<file path="src/rtl/tap_tempo.sv">
// Tap-tempo detector: measures tap intervals in dclk22 ticks, averages the last
// four and converts the mean interval to a clamped beats-per-minute value.
module tap_tempo #(
  parameter int TICKS_PER_MIN = 1430,
  parameter int BPM_INIT      = 88,
  parameter int BPM_MIN       = 40,
  parameter int BPM_MAX       = 220,
  parameter int MIN_INT       = 4,
  parameter int TIMEOUT       = 48
) (
  input  logic        dclk22,
  input  logic        rst,
  input  logic        en,
  input  logic        tap,
  output logic [31:0] bpm_out,
  output logic        bpm_valid,
  output logic        tapping,
  output logic [2:0]  ntap
);

  localparam logic [15:0] TPM    = 16'(TICKS_PER_MIN);
  localparam logic [15:0] LO     = 16'(BPM_MIN);
  localparam logic [15:0] HI     = 16'(BPM_MAX);
  localparam logic [15:0] MIN_C  = 16'(MIN_INT);
  localparam logic [15:0] TO_C   = 16'(TIMEOUT);

  typedef enum logic [1:0] {IDLE, ARMED, COMPUTE} state_t;

  state_t            state, state_n;
  logic [15:0]       cnt, cnt_n;
  logic [3:0][15:0]  hist, hist_n;
  logic [2:0]        ntap_n;
  logic [31:0]       bpm_n;
  logic              vld_n;
  logic              tap_d;
  logic              tap_edge;
  logic [15:0]       sum_p0, num_p0, raw_p0;

  function automatic logic [15:0] clamp_bpm(input logic [15:0] v);
    if (v < LO) return LO;
    if (v > HI) return HI;
    return v;
  endfunction

  function automatic logic [15:0] sat_inc(input logic [15:0] v);
    if (v >= TO_C) return TO_C;
    return v + 16'd1;
  endfunction

  assign tap_edge = tap & ~tap_d;

  // Stage p0: average of the newest ntap intervals, expressed as bpm
  always_comb begin
    sum_p0 = '0;
    for (int i = 0; i < 4; i++) begin
      if (3'(i) < ntap) sum_p0 = sum_p0 + hist[i];
    end
    num_p0 = TPM * 16'(ntap);
    raw_p0 = (sum_p0 == 16'd0) ? 16'hFFFF : num_p0 / sum_p0;
  end

  always_comb begin
    state_n = state;
    cnt_n   = cnt;
    hist_n  = hist;
    ntap_n  = ntap;
    bpm_n   = bpm_out;
    vld_n   = 1'b0;
    if (!en) begin
      state_n = IDLE;
      cnt_n   = '0;
      hist_n  = '0;
      ntap_n  = '0;
    end else begin
      case (state)
        IDLE: begin
          cnt_n = '0;
          if (tap_edge) begin
            state_n = ARMED;
            cnt_n   = 16'd1;
            ntap_n  = '0;
            hist_n  = '0;
          end
        end
        ARMED: begin
          if (tap_edge && cnt >= MIN_C && cnt < TO_C) begin
            hist_n  = {hist[2:0], cnt};
            ntap_n  = (ntap >= 3'd4) ? 3'd4 : ntap + 3'd1;
            cnt_n   = 16'd1;
            state_n = COMPUTE;
          end else if (cnt >= TO_C) begin
            hist_n = '0;
            ntap_n = '0;
            if (tap_edge) begin
              cnt_n = 16'd1;
            end else begin
              cnt_n   = '0;
              state_n = IDLE;
            end
          end else begin
            cnt_n = sat_inc(cnt);
          end
        end
        COMPUTE: begin
          // Taps here are bounce by construction (interval of 1), so only count.
          bpm_n   = {16'd0, clamp_bpm(raw_p0)};
          vld_n   = 1'b1;
          cnt_n   = sat_inc(cnt);
          state_n = ARMED;
        end
        default: begin
          state_n = IDLE;
          cnt_n   = '0;
        end
      endcase
    end
  end

  // Stage p1: registered state, history and outputs
  always_ff @(posedge dclk22) begin
    if (rst) begin
      state     <= IDLE;
      cnt       <= '0;
      hist      <= '0;
      ntap      <= '0;
      bpm_out   <= 32'(BPM_INIT);
      bpm_valid <= 1'b0;
      tapping   <= 1'b0;
      tap_d     <= 1'b0;
    end else begin
      state     <= state_n;
      cnt       <= cnt_n;
      hist      <= hist_n;
      ntap      <= ntap_n;
      bpm_out   <= bpm_n;
      bpm_valid <= vld_n;
      tapping   <= (state_n != IDLE);
      tap_d     <= tap;
    end
  end

endmodule
</file>
<file path="config.mk">
export PLATFORM = sky130hd
export DESIGN_NAME = tap_tempo
export DESIGN_NICKNAME = d
export VERILOG_FILES = /design/src/rtl/tap_tempo.sv
export SDC_FILE = /design/constraint.sdc
export NUM_CORES = 1
export LEC_CHECK = 0
export BUFFER_PORTS_ARGS = -buffer_cell sky130_fd_sc_hd__clkbuf_2
export CAP_MARGIN = 20
export CELL_PAD_IN_SITES_DETAIL_PLACEMENT = 2
export CELL_PAD_IN_SITES_GLOBAL_PLACEMENT = 2
export CORE_MARGIN = 2
export CORE_UTILIZATION = 42
export DETAILED_ROUTE_END_ITERATION = 10
export PLACE_DENSITY_LB_ADDON = 0.1
export SYNTH_ARGS = -nofsm -noshare
export SYNTH_HDL_FRONTEND = slang
export SYNTH_SLANG_ARGS = --single-unit
</file>
<file path="constraint.sdc">
create_clock -name dclk22 -period 86.1 [get_ports dclk22]
set_clock_uncertainty 0.15 [all_clocks]
set_input_delay 17.22 -clock dclk22 [delete_from_list [all_inputs] [get_ports dclk22]]
set_output_delay 17.22 -clock dclk22 [all_outputs]
set_load 0.05 [all_outputs]
</file>
### Yosys cells after proc, flatten, opt, wreduce, memory -nomap -nowiden

Cells that the tools add are included.

* register bits after elaboration: 104
* bits of input ports: 4
* output and inout bits: 37
* logic and storage cells: 90

* $add $sub $neg: 5
* multipliers: 1
* div/mod/pow operators: 1
* $lt $le $gt $ge: 10
* eq/ne operators: 4
* multiplexer cells: 46
* bitwise logic cells: 3
* reduce and logical (&&, ||, !) cells: 9

Operators with widths (count)
* two-way mux 16 bit: 14
* two-way mux 64 bit: 3
* case mux 64 bit (2 select lines): 1
* adder 16 bit: 3
* case mux 16 bit (3 select lines): 1
* less-than comparator 16 x 6 -> 1 bit (second input constant): 2
* adder 16 x 1 -> 16 bit (second input constant): 1
* divider 14 x 16 -> 16 bit: 1
* >= comparator 16 x 3 -> 1 bit (second input constant): 1
* >= comparator 16 x 6 -> 1 bit (second input constant): 1
* > comparator 16 x 8 -> 1 bit (second input constant): 1
* zero test 16 bit: 1
* two-way mux 1 bit: 16
* multiplier 10 x 3 -> 13 bit (first input constant): 1
* two-way mux 3 bit: 4
* two-way mux 2 bit: 5
* less-than comparator 1 x 3 -> 1 bit (first input constant): 2
* less-than comparator 2 x 3 -> 1 bit (first input constant): 2
* case mux 2 bit (3 select lines): 1
* case mux 3 bit (2 select lines): 1
* nonzero test 2 bit: 2
* adder 3 x 1 -> 3 bit (second input constant): 1
* >= comparator 3 bit (second input constant): 1
* inequality test 3 bit (second input constant): 1
* other kinds (10): 12

### Logic depth before layout (Yosys ltp)

* depth in word-level cells: 19
* mapped depth: 198

### Worst setup path before layout

Ideal clock, no wire load.

* path kind: register -> register
* start point: register ntap[2]
* end point: register bpm_out[4]
* arrival: 37.574 ns
* slack: 48.253 ns
* stages on the path, launching flop included: 183
* path buffers: 16
* period minus slack after synthesis: 37.847 ns
* cells stage by stage: dfxtp_1 clkinv_1 buf_1 ha_1 buf_2 nand2b_1 buf_2 and2_1 ha_1 inv_1 fa_1 nor2b_1 a31oi_1 o21ai_0 xnor2_1 o21ai_0 ha_1 clkbuf_1 [147 not listed] a21oi_1 nand2_1 a21oi_1 or2_2 buf_1 o21ai_0 ha_1 a21o_1 a21oi_1 nor2b_1 o21ai_0 o211ai_1 o22ai_1 nor2_1 or3b_2 o41ai_1 nand2_1 a311o_1

* longest elaborated chain between the ends: 17
* elaborated cells between the ends (all ways): 27
* those cells by class: add/sub: 3; mul: 1; div: 1; order compare: 6; mux: 15; reduce/logical: 1

RTL lines
* start, declared: RTL line 18 `output logic [2:0] ntap`
* start signal, assigned: RTL line 134 `ntap <= ntap_n;`
* less-than comparator 1 x 3 -> 1 bit: RTL line 56 `if (3'(i) < ntap) sum_p0 = sum_p0 + hist[i];`
* two-way mux 16 bit: RTL line 56
* adder 16 bit: RTL line 56
* two-way mux 16 bit: RTL line 56
* adder 16 bit: RTL line 56
* two-way mux 16 bit: RTL line 56
* adder 16 bit: RTL line 56
* two-way mux 16 bit: RTL line 56
* divider 14 x 16 -> 16 bit or zero test 16 bit (tied branches): RTL line 59 `raw_p0 = (sum_p0 == 16'd0) ? 16'hFFFF : num_p0 / sum_p0;`
* two-way mux 16 bit *: RTL line 59
* > comparator 16 x 8 -> 1 bit: RTL line 41 `if (v > HI) return HI;`
* two-way mux 1 bit (2 in series): RTL line 41
* two-way mux 1 bit: RTL line 75 `case (state)`
* two-way mux 1 bit: RTL line 69 `if (!en) begin`
* two-way mux 16 bit: RTL line 42 `return v;`
* two-way mux 16 bit *: RTL line 41
* end signal, assigned: RTL line 126 `bpm_out <= 32'(BPM_INIT);`
* end signal, assigned: RTL line 135 `bpm_out <= bpm_n;`
* end, declared: RTL line 15 `output logic [31:0] bpm_out,`

Every way passes the cells marked *; elsewhere a longest branch is shown, timed or not. The select of a mux whose other input is x is not followed.
A chain may end at the register's enable or synchronous reset.

### Final worst setup path

Same ends and word-level chain as after synthesis.

==> flow_metrics.py <==
metrics = {
    "die": {
        "io_pins": 41,
        "coreArea_um2": 35400,
        "rows": 69,
        "initial_core_util": 0.425,
        "die_y_um": 193,
        "fp.dieW_um": 193,
        "die_area_um2": 37400,
    },
    "sta": {
        "setup_violations": 0,
        "period_needed_ns": 46.07,
        "tns_ns": 0,
        "rsz0062_at_grt": "false",
        "drv_slew": 0,
        "fmax_mhz": 21.7,
        "fin_crit_sh": 0.535,
        "finalWorstSetupSlack_ns": 40.03,
        "fin_hold_ws_ns": 0.322,
        "maxSlewHeadroom": 0.297,
        "hold_viol_final": 0,
        "tightest_slew_ns": 1.05,
    },
    "global_route": {
        "grt_pass1_wl_um": 102000,
        "grt_usage": 0.339,
        "antenna_found_initial": 4,
        "grt_max_degree": 68,
        "grt_overflow_total": 0,
        "grt_pass1_vias": 17400,
    },
    "logic_synthesis": {
        "async_flop_share": 0,
        "yosysWarnings": 0,
        "synth_top_area_cell": "ha_1",
        "ys.flop_type": "dfxtp_1",
        "ys_types": 100,
        "synth_seq_cells": 104,
        "synthTopCellsByArea": "ha_1 (16%), dfxtp_1 (14%), nor2_1 (5.3%)",
        "yosysSeqAreaShare": 0.138,
        "ys_top_cells_by_count": "nor2_1 (214), ha_1 (194), a21oi_1 (148), nand2_1 (148), dfxtp_1 (104)",
        "synth_edf_count": 0,
        "yosysTopAreaCellShare": 0.161,
        "synth.most_common_cell": "nor2_1",
        "synth.avg_cell_area_um2": 7.37,
        "synthCells": 2041,
        "netlist_area_um2": 15100,
    },
    "worst_setup_path": {
        "crit_buf_inv": 8,
        "reg2reg_setup_slack_ns": 40.03,
        "critPathArrivalTime_ns": 46.19,
        "cpMaxStageDelayCell": "nor4_1",
        "startpoint_type": "flop",
        "crit_path_end_kind": "flop",
        "reg2reg_depth": 168,
        "criticalPathCategory": "flop to flop",
        "critPathMaxStageDelay_ns": 0.80,
        "path_delay_family": "compound AO/OA/AOI/OAI gates",
        "r2r_end": "bpm_out[4]$_SDFFE_PP1P_",
        "reg2reg_from": "ntap[2]$_SDFFE_PP0P_",
        "cpMostUsedCell": "ha_1",
        "required_ns": 86.22,
        "crit_fanout": 45,
        "crit_path_start": "ntap[2]$_SDFFE_PP0P_",
    },
    "cts": {
        "cts.clk_slew.worst_paths_ns": 0.09,
        "cts_num_sinks": 104,
        "clockBufferDepth": 2,
        "cts.repair.resized": 0,
        "cts_tree": "built",
        "clk_root_buffer_cell": "clkbuf_16",
        "post_cts_buffers": 0,
        "h-tree-depth": 3,
        "insertion_delay_ns": 0.38,
        "ctsHoldBuffers": 0,
        "cts_buffers": 9,
    },
    "place": {
        "gp_congestion": 0.912,
        "post-place-ws_ns": 41.14,
        "place_inst": 2477,
        "hpwlAfterDp_um": 50600,
        "port_buffers": 24,
    },
    "hold_path": {
        "holdPathEnd": "bpm_out[11]$_SDFFE_PP0P_",
        "hold_depth": 1,
        "hold_path_startpoint": "bpm_out[11]$_SDFFE_PP0P_",
        "hold_path_class": "flop to flop",
    },
    "run": {
        "max_cap_violations": 0,
    },
    "status": {
        "status": "completed",
    },
    "layout": {
        "syn_to_final_growth_pct": 6.11,
        "fin_cells": 2496,
        "nNetsFinal": 2230,
        "drive_above_1_share": 0.0777,
    },
    "routing": {
        "via_per_inst": 6.58,
        "antenna_left": 0,
        "drt_first_iter_violations": 916,
        "wl_um": 64900,
        "routedWlPerCell_um": 26.0,
        "dr.pass1.iters": 5,
        "vias": 16400,
        "drc": 0,
    },
}
## area by class of cell
| cell class | count | area, µm² |
|---|---|---|
| Sequential cell | 104 | 2080 |
| Tap cell | 461 | 577 |
| Multi-Input combinational cell | 1777 | 12300 |
| Inverter | 81 | 304 |
| Antenna cell | 2 | 5.00 |
| Fill cell | 4268 | 19400 |
| Clock buffer | 9 | 225 |
| Timing Repair Buffer | 55 | 355 |
| Clock inverter | 7 | 86.3 |
## sequential cells by signal, indices dropped and copies added, names as in the netlist
name / cells
ntap: 3
tapping: 1
hist: 64
cnt: 16
bpm_out: 16
state: 2
bpm_valid: 1
tap_d: 1
## through the flow
stage          utilization  area, µm²
6_report             0.451      16000
5_1_grt              0.451      16000
4_1_cts              0.451      16000
3_5_place_dp         0.442      15600
3_3_place_gp         0.442      15600
2_1_floorplan            -      15200
## per-layer routing
metal | GRT usage | routed length, µm | vias up
li1 | - | - | 7534
met1 | 0.442 | 28600 | 8327
met2 | 0.586 | 31200 | 452
met3 | 0.0413 | 3170 | 122
met4 | 0.0995 | 1920 | 0
met5 | 0 | 0 | -
## cells in the final DEF (no fill, tap or decap), drive strengths merged, types with 33 or more instances in the layout
cell / Yosys / final
a22oi: 59 / 59
ha: 194 / 194
nand2: 148 / 148
and2: 43 / 43
xor2: 46 / 46
xnor2: 52 / 52
nand3: 50 / 50
nor2: 215 / 215
a21oi: 148 / 148
inv: 79 / 81
o21a: 42 / 42
a21o: 41 / 41
clkbuf: 74 / 33
nor3: 71 / 71
dfxtp: 104 / 104
o21ai: 105 / 105
## cell families after synthesis
family | after synthesis | synth area share
buf+inv | 187 | 0.0519
compound gates | 637 | 0.289
fa+ha+maj | 199 | 0.167
other cells | 1 | 0.000249
flops | 104 | 0.138
mux | 52 | 0.0382
simple gates | 761 | 0.255
xor+xnor | 100 | 0.0601
## worst max path at each step
stage,endpoint,cells after the start
after floorplan,bpm_out[4]$_SDFFE_PP1P_,182
after global placement,bpm_out[4]$_SDFFE_PP1P_,167
after detailed placement,bpm_out[4]$_SDFFE_PP1P_,168
after CTS,bpm_out[4]$_SDFFE_PP1P_,168
after global routing,bpm_out[4]$_SDFFE_PP1P_,168
final,bpm_out[4]$_SDFFE_PP1P_,168
Power is not shown: default switching activity piles up to over one toggle a cycle in this logic, so the estimate is an artifact.
